## src/rtl/bcd_pkg.sv

```systemverilog
// Shared types and helpers for the sequential binary-to-BCD converter.
// Holds the FSM state encoding, the BCD digit width and the add-3 adjust rule.
package bcd_pkg;

    typedef enum logic [1:0] {
        IDLE  = 2'd0,
        SHIFT = 2'd1,
        DONE  = 2'd2
    } bcd_seq_state_t;

    localparam int BCD_DIGIT_W = 4;

    // Double-dabble adjust: a digit of 5 or more becomes 8 or more after +3,
    // so the next left shift carries correctly into the next decimal digit.
    function automatic logic [BCD_DIGIT_W-1:0] bcd_add3(input logic [BCD_DIGIT_W-1:0] d);
        return (d >= 4'd5) ? d + 4'd3 : d;
    endfunction

endpackage

```

## src/rtl/bcd_add3_cell.sv

```systemverilog
// Combinational 4-bit add-3 adjust cell for one BCD digit.
// No carry in or out: adjusted digits never exceed 12, so 4 bits suffice.
module bcd_add3_cell
    import bcd_pkg::*;
(
    input  logic [BCD_DIGIT_W-1:0] digit_i,
    output logic [BCD_DIGIT_W-1:0] digit_o
);

    assign digit_o = bcd_add3(digit_i);

endmodule

```

## src/rtl/bcd_seq_converter.sv

```systemverilog
// Sequential binary-to-BCD converter (shift-and-add-3, one bit per clock).
// Accepts BIN_W-bit words on a valid/ready input, produces DIGITS packed BCD
// digits on a valid/ready output after BIN_W shift cycles.
// Optional feature macro: BCD_SEQ_LEADZERO_EN adds the out_blank port, a
// per-digit leading-zero blanking mask registered together with out_bcd.
module bcd_seq_converter
    import bcd_pkg::*;
#(
    parameter int BIN_W  = 8,
    parameter int DIGITS = 3
)
(
    input  logic                          clk,
    input  logic                          rst_n,
    input  logic                          in_valid,
    output logic                          in_ready,
    input  logic [BIN_W-1:0]              in_bin,
    output logic                          out_valid,
    input  logic                          out_ready,
    output logic [BCD_DIGIT_W*DIGITS-1:0] out_bcd,
    output logic                          busy
`ifdef BCD_SEQ_LEADZERO_EN
    ,
    output logic [DIGITS-1:0]             out_blank
`endif
);

    localparam int BCD_W  = BCD_DIGIT_W * DIGITS;
    localparam int WORK_W = BCD_W + BIN_W;
    localparam int CNT_W  = $clog2(BIN_W + 1);

    // Number of values representable by DIGITS decimal digits.
    function automatic longint unsigned pow10(input int n);
        longint unsigned r;
        r = 1;
        for (int i = 0; i < n; i++) begin
            r = r * 10;
        end
        return r;
    endfunction

    localparam longint unsigned DEC_RANGE = pow10(DIGITS);
    localparam longint unsigned BIN_MAX   = (64'd1 << BIN_W) - 64'd1;

    // Reject configurations that could overflow the BCD field.
    generate
        if (BIN_W < 4 || BIN_W > 16) begin : g_bad_bin_w
            $error("bcd_seq_converter: BIN_W=%0d outside 4..16", BIN_W);
        end
        if (DEC_RANGE <= BIN_MAX) begin : g_bad_digits
            $error("bcd_seq_converter: DIGITS=%0d too few for BIN_W=%0d", DIGITS, BIN_W);
        end
    endgenerate

    bcd_seq_state_t       state_q;
    logic [WORK_W-1:0]    work_q;
    logic [WORK_W-1:0]    work_d;
    logic [CNT_W-1:0]     cnt_q;
    logic [BCD_W-1:0]     bcd_adj;
    logic [BCD_W-1:0]     bcd_d;
    logic [BCD_W-1:0]     out_bcd_q;
    logic                 out_valid_q;
    logic                 in_ready_q;
    logic                 busy_q;

    // One add-3 cell per BCD digit of the work register.
    genvar gi;
    generate
        for (gi = 0; gi < DIGITS; gi++) begin : g_adj
            bcd_add3_cell u_cell (
                .digit_i (work_q[BIN_W + gi*BCD_DIGIT_W +: BCD_DIGIT_W]),
                .digit_o (bcd_adj[gi*BCD_DIGIT_W +: BCD_DIGIT_W])
            );
        end
    endgenerate

    // Adjusted BCD field and untouched binary field, shifted left by one.
    assign work_d = {bcd_adj[BCD_W-2:0], work_q[BIN_W-1:0], 1'b0};
    assign bcd_d  = work_d[WORK_W-1 -: BCD_W];

`ifdef BCD_SEQ_LEADZERO_EN
    logic [DIGITS-1:0] blank_d;
    logic [DIGITS-1:0] blank_q;
    logic              hi_zero;

    // Blank a digit when it and every higher digit are zero; units never blank.
    always_comb begin
        blank_d = '0;
        hi_zero = 1'b1;
        for (int i = DIGITS - 1; i >= 1; i--) begin
            hi_zero    = hi_zero && (bcd_d[i*BCD_DIGIT_W +: BCD_DIGIT_W] == '0);
            blank_d[i] = hi_zero;
        end
        blank_d[0] = 1'b0;
    end
`endif

    // Control FSM with work register, shift counter and registered outputs.
    always_ff @(posedge clk or negedge rst_n) begin
        if (!rst_n) begin
            state_q     <= IDLE;
            work_q      <= '0;
            cnt_q       <= '0;
            out_bcd_q   <= '0;
            out_valid_q <= 1'b0;
            in_ready_q  <= 1'b1;
            busy_q      <= 1'b0;
`ifdef BCD_SEQ_LEADZERO_EN
            blank_q     <= '0;
`endif
        end else begin
            case (state_q)
                IDLE: begin
                    if (in_valid) begin
                        work_q     <= {{BCD_W{1'b0}}, in_bin};
                        cnt_q      <= CNT_W'(BIN_W);
                        state_q    <= SHIFT;
                        in_ready_q <= 1'b0;
                        busy_q     <= 1'b1;
                    end
                end
                SHIFT: begin
                    work_q <= work_d;
                    cnt_q  <= cnt_q - CNT_W'(1);
                    if (cnt_q == CNT_W'(1)) begin
                        state_q     <= DONE;
                        out_bcd_q   <= bcd_d;
                        out_valid_q <= 1'b1;
`ifdef BCD_SEQ_LEADZERO_EN
                        blank_q     <= blank_d;
`endif
                    end
                end
                DONE: begin
                    if (out_ready) begin
                        state_q     <= IDLE;
                        out_valid_q <= 1'b0;
                        in_ready_q  <= 1'b1;
                        busy_q      <= 1'b0;
                    end
                end
                default: begin
                    state_q     <= IDLE;
                    out_valid_q <= 1'b0;
                    in_ready_q  <= 1'b1;
                    busy_q      <= 1'b0;
                end
            endcase
        end
    end

    assign in_ready  = in_ready_q;
    assign out_valid = out_valid_q;
    assign out_bcd   = out_bcd_q;
    assign busy      = busy_q;
`ifdef BCD_SEQ_LEADZERO_EN
    assign out_blank = blank_q;
`endif

endmodule

```

## config.mk

```make
export PLATFORM = sky130hd
export DESIGN_NAME = bcd_seq_converter
export DESIGN_NICKNAME = d
export VERILOG_FILES = /design/src/rtl/bcd_pkg.sv /design/src/rtl/bcd_add3_cell.sv /design/src/rtl/bcd_seq_converter.sv
export SDC_FILE = /design/constraint.sdc
export NUM_CORES = 1
export LEC_CHECK = 0
export ABC_AREA = 1
export CAP_MARGIN = 20
export CELL_PAD_IN_SITES_DETAIL_PLACEMENT = 2
export CELL_PAD_IN_SITES_GLOBAL_PLACEMENT = 2
export CORE_ASPECT_RATIO = 1.1
export CORE_UTILIZATION = 35
export CTS_CLUSTER_SIZE = 28
export DETAILED_ROUTE_END_ITERATION = 8
export PLACE_DENSITY = 0.95
export SLEW_MARGIN = 10
export SYNTH_ARGS = -nofsm -noshare
export SYNTH_HDL_FRONTEND = slang
export SYNTH_SLANG_ARGS = --single-unit
```

## constraint.sdc

```tcl
create_clock -name clk -period 3.2 [get_ports clk]
set_input_delay 0.64 -clock clk [delete_from_list [all_inputs] [get_ports clk]]
set_output_delay 0.64 -clock clk [all_outputs]
set_load 0.02 [all_outputs]
```

==> flow_summary.yaml <==
detailed_routing:
  wl_um: 5710
  vias: 1751
  top_layer_used: "met4"
  ant_nets: 0
  vias_per_cell: 5.08
  route.met3.wl_um: 124
  drcViolationCount: 0
  dr.pass1.iters: 4
  routed-wl-met2_um: 3120
  drt-met1-wl_um: 2400
  wl_per_cell_um: 16.6
  drt_iter0_markers: 66
worst_setup_path:
  cpLargestDelayFamily: "buffers and inverters"
  slowest_stage: "clkdlybuf4s50_1"
  cp.arrival_ns: 1.43
  cp_slowest_stage_delay_ns: 0.60
  crit_fanout: 2
  cp-end-kind: "primary output"
  path_buf_inv: 1
  path_class: "flop to primary output"
  crit_chain: "clkdlybuf4s50_1"
  cp-start-kind: "flop"
  critPathRequiredTime_ns: 2.56
sta:
  slew_viol_final: 0
  finClkSkew_ns: 0.00674
  slew_headroom_pct: 36.2
  period_share_pct: 64.8
  timing.fmax_mhz: 482
  finalCriticalPeriod_ns: 2.07
  rsz0062_at_grt: "no"
  worst_slew_pin_slew_ns: 0.956
  setup_viol: 0
  setup_tns_ns: 0
  hold_viol: 0
floorplan:
  boundaryPins: 27
  core-area_mm2: 0.00543
  initial_core_util_pct: 36.9
  die_area_mm2: 0.00603
  row_count: 28
  die_h_um: 81.3
  dieWidth_um: 74.1
finish:
  drive_gt1_share_pct: 5.93
  area_growth_syn_to_layout_pct: 18.9
  nNetsFinal: 289
  final_util_pct: 43.8
  fin_area_mm2: 0.00238
  antennaDiodeCount: 0
  fin_cells: 345
clock_tree:
  clkSinkCount: 41
  clk_latency_ns: 0.30
  cts_tree: "yes"
  root_buffer: "clkbuf_8"
  hold_buffers: 0
  cts-resized-gates: 0
  path_clk_slew_ns: 0.08
  post_cts_buffers: 0
  htree_levels: 2
  cts_inserted_buffers: 5
  cts_max_path_buffers: 2
global_route:
  overflow: 0
  grt_max_degree: 42
  grt_pass1_wl_um: 9570
  antenna_found_initial: 0
  grt_pass1_vias: 1928
  grtUsageTotal_pct: 21.6
power:
  power_w: 0.00251
  comb_power_share_pct: 49.7
  powerDensity_mw_per_mm2: 1050
  p_int_w: 0.00135
  netSwitchingPower_w: 0.00116
  p_clk_share_pct: 13.6
  p_seq_share_pct: 36.6
  vdd_drop_max_mv: 0.405
  p_sw_share_pct: 46.2
  leakage_nw: 1.21
logic_synthesis:
  async_reset_ff_share_pct: 100
  synthCells: 242
  syn_area_per_cell_um2: 8.28
  synthFlopType: "dfrtp_1"
  syn_nets: 262
  netlist_area_mm2: 0.00200
  synth_edf_count: 0
  yosysSeqAreaShare_pct: 51.3
  netlist-cell-type-count: 22
  synth_warnings: 0
  synth_seq_cells: 41
place:
  dp_cells: 337
  hpwl_um: 3790
  gp_congestion: 0.754
  place_area_mm2: 0.00230
  io_buffers: 26
job:
  drv_cap: 0
worst_hold_path:
  hp-class: "primary input to asynchronous set/reset pin"
status:
  status: "finished, final reports clean"
## cells in the final DEF (no fill, tap or decap)
cell             netlist  final
o21ai_1                2      2
inv_2                  4      4
nand4_1                6      6
nand2_4                2      2
o31ai_1                1      1
o22ai_1                3      3
a21oi_1                1      1
clkdlybuf4s50_1        0     25
dfstp_2                1      1
xnor2_1                1      1
dfrtp_1               40     40
clkbuf_1               0      1
a21boi_0               3      3
nor2_1                 4      4
nand2_1               96     96
inv_1                 24     24
buf_2                  1      1
ha_1                   8      8
clkinv_2               0      2
clkbuf_8               0      5
nand3_1               29     29
o211ai_1               1      1
o21ai_0                9      9
nor2_4                 1      1
## cell usage after synthesis, types with 3 or more instances
cell type	count	share of area [%]
a21boi_0	3	1.1
buf_6	3	1.7
dfrtp_1	40	50
ha_1	8	5.0
inv_1	24	4.5
inv_2	4	0.75
nand2_1	96	18
nand3_1	29	7.2
nand4_1	6	1.9
nor2_1	4	0.75
o21ai_0	9	2.2
o22ai_1	3	0.94
## metal layers
metal	vias to the layer above	track usage (%)
li1	822	-
met1	897	25.8
met2	26	39.7
met3	6	3.72
met4	0	5.19
met5	-	0
## worst paths after layout
kind | start | end | slack (ns) | depth (start not counted)
worst max register to register | cnt_q[1]$_DFFE_PN0P_ | out_bcd[0]$_DFFE_PN0P_ | 1.46 | 7
worst max-delay path | in_ready$_DFFE_PN1P_ | in_ready | 1.13 | 1
min in group clk | out_bcd[6]$_DFFE_PN0P_ | out_bcd[6]$_DFFE_PN0P_ | 0.48 | 2
worst min-delay path | rst_n | cnt_q[0]$_DFFE_PN0P_ | 0.48 | 1
max in group asynchronous | rst_n | work_q[11]$_DFFE_PN0P_ | 2.12 | 1
worst min register to register | out_bcd[6]$_DFFE_PN0P_ | out_bcd[6]$_DFFE_PN0P_ | 0.48 | 2
## registers in the layout, summed over array words and instances (netlist names)
name       count
busy           1
cnt_q          4
in_ready       1
out_bcd       12
out_valid      1
state_q        2
work_q        20
## per-stage QoR
step / setup slack (ns) / hold slack, ns
CTS: 1.11 / 0.488
detailed placement: 1.07 / 0.466
global placement: 1.15 / 0.458
floorplan: 1.96 / 0.344
global route: 1.08 / 0.505
finish: 1.13 / 0.479
## cells by family (layout without fill, tap and decap cells)
group	after synthesis	count (layout)	share of synthesized area [%]
buf+inv	34	62	7.93
flops	41	41	51.3
xor+xnor	1	1	0.437
fa+ha+maj	8	8	5.00
simple gates	138	138	29.5
compound gates	20	20	5.81
## power groups by stage
stage                     logic [W]  clock network [W]  registers, W
final                       0.00125           0.000342      0.000920
after global placement      0.00115                  0      0.000908
after detailed placement    0.00123                  0      0.000925
after global routing        0.00141           0.000367      0.000949
after floorplan            0.000747                  0      0.000985
after CTS                   0.00127           0.000349      0.000924
## area by class of cell
class | count | area, µm²
timing repair buffer | 26 | 255
multi-input combinational | 167 | 817
fill | 637 | 3050
tap | 75 | 93.8
clock inverter | 2 | 10.0
inverter | 28 | 105
sequential | 41 | 1030
clock buffer | 6 | 72.6
Note: power is estimated with default switching activity, not from simulation.
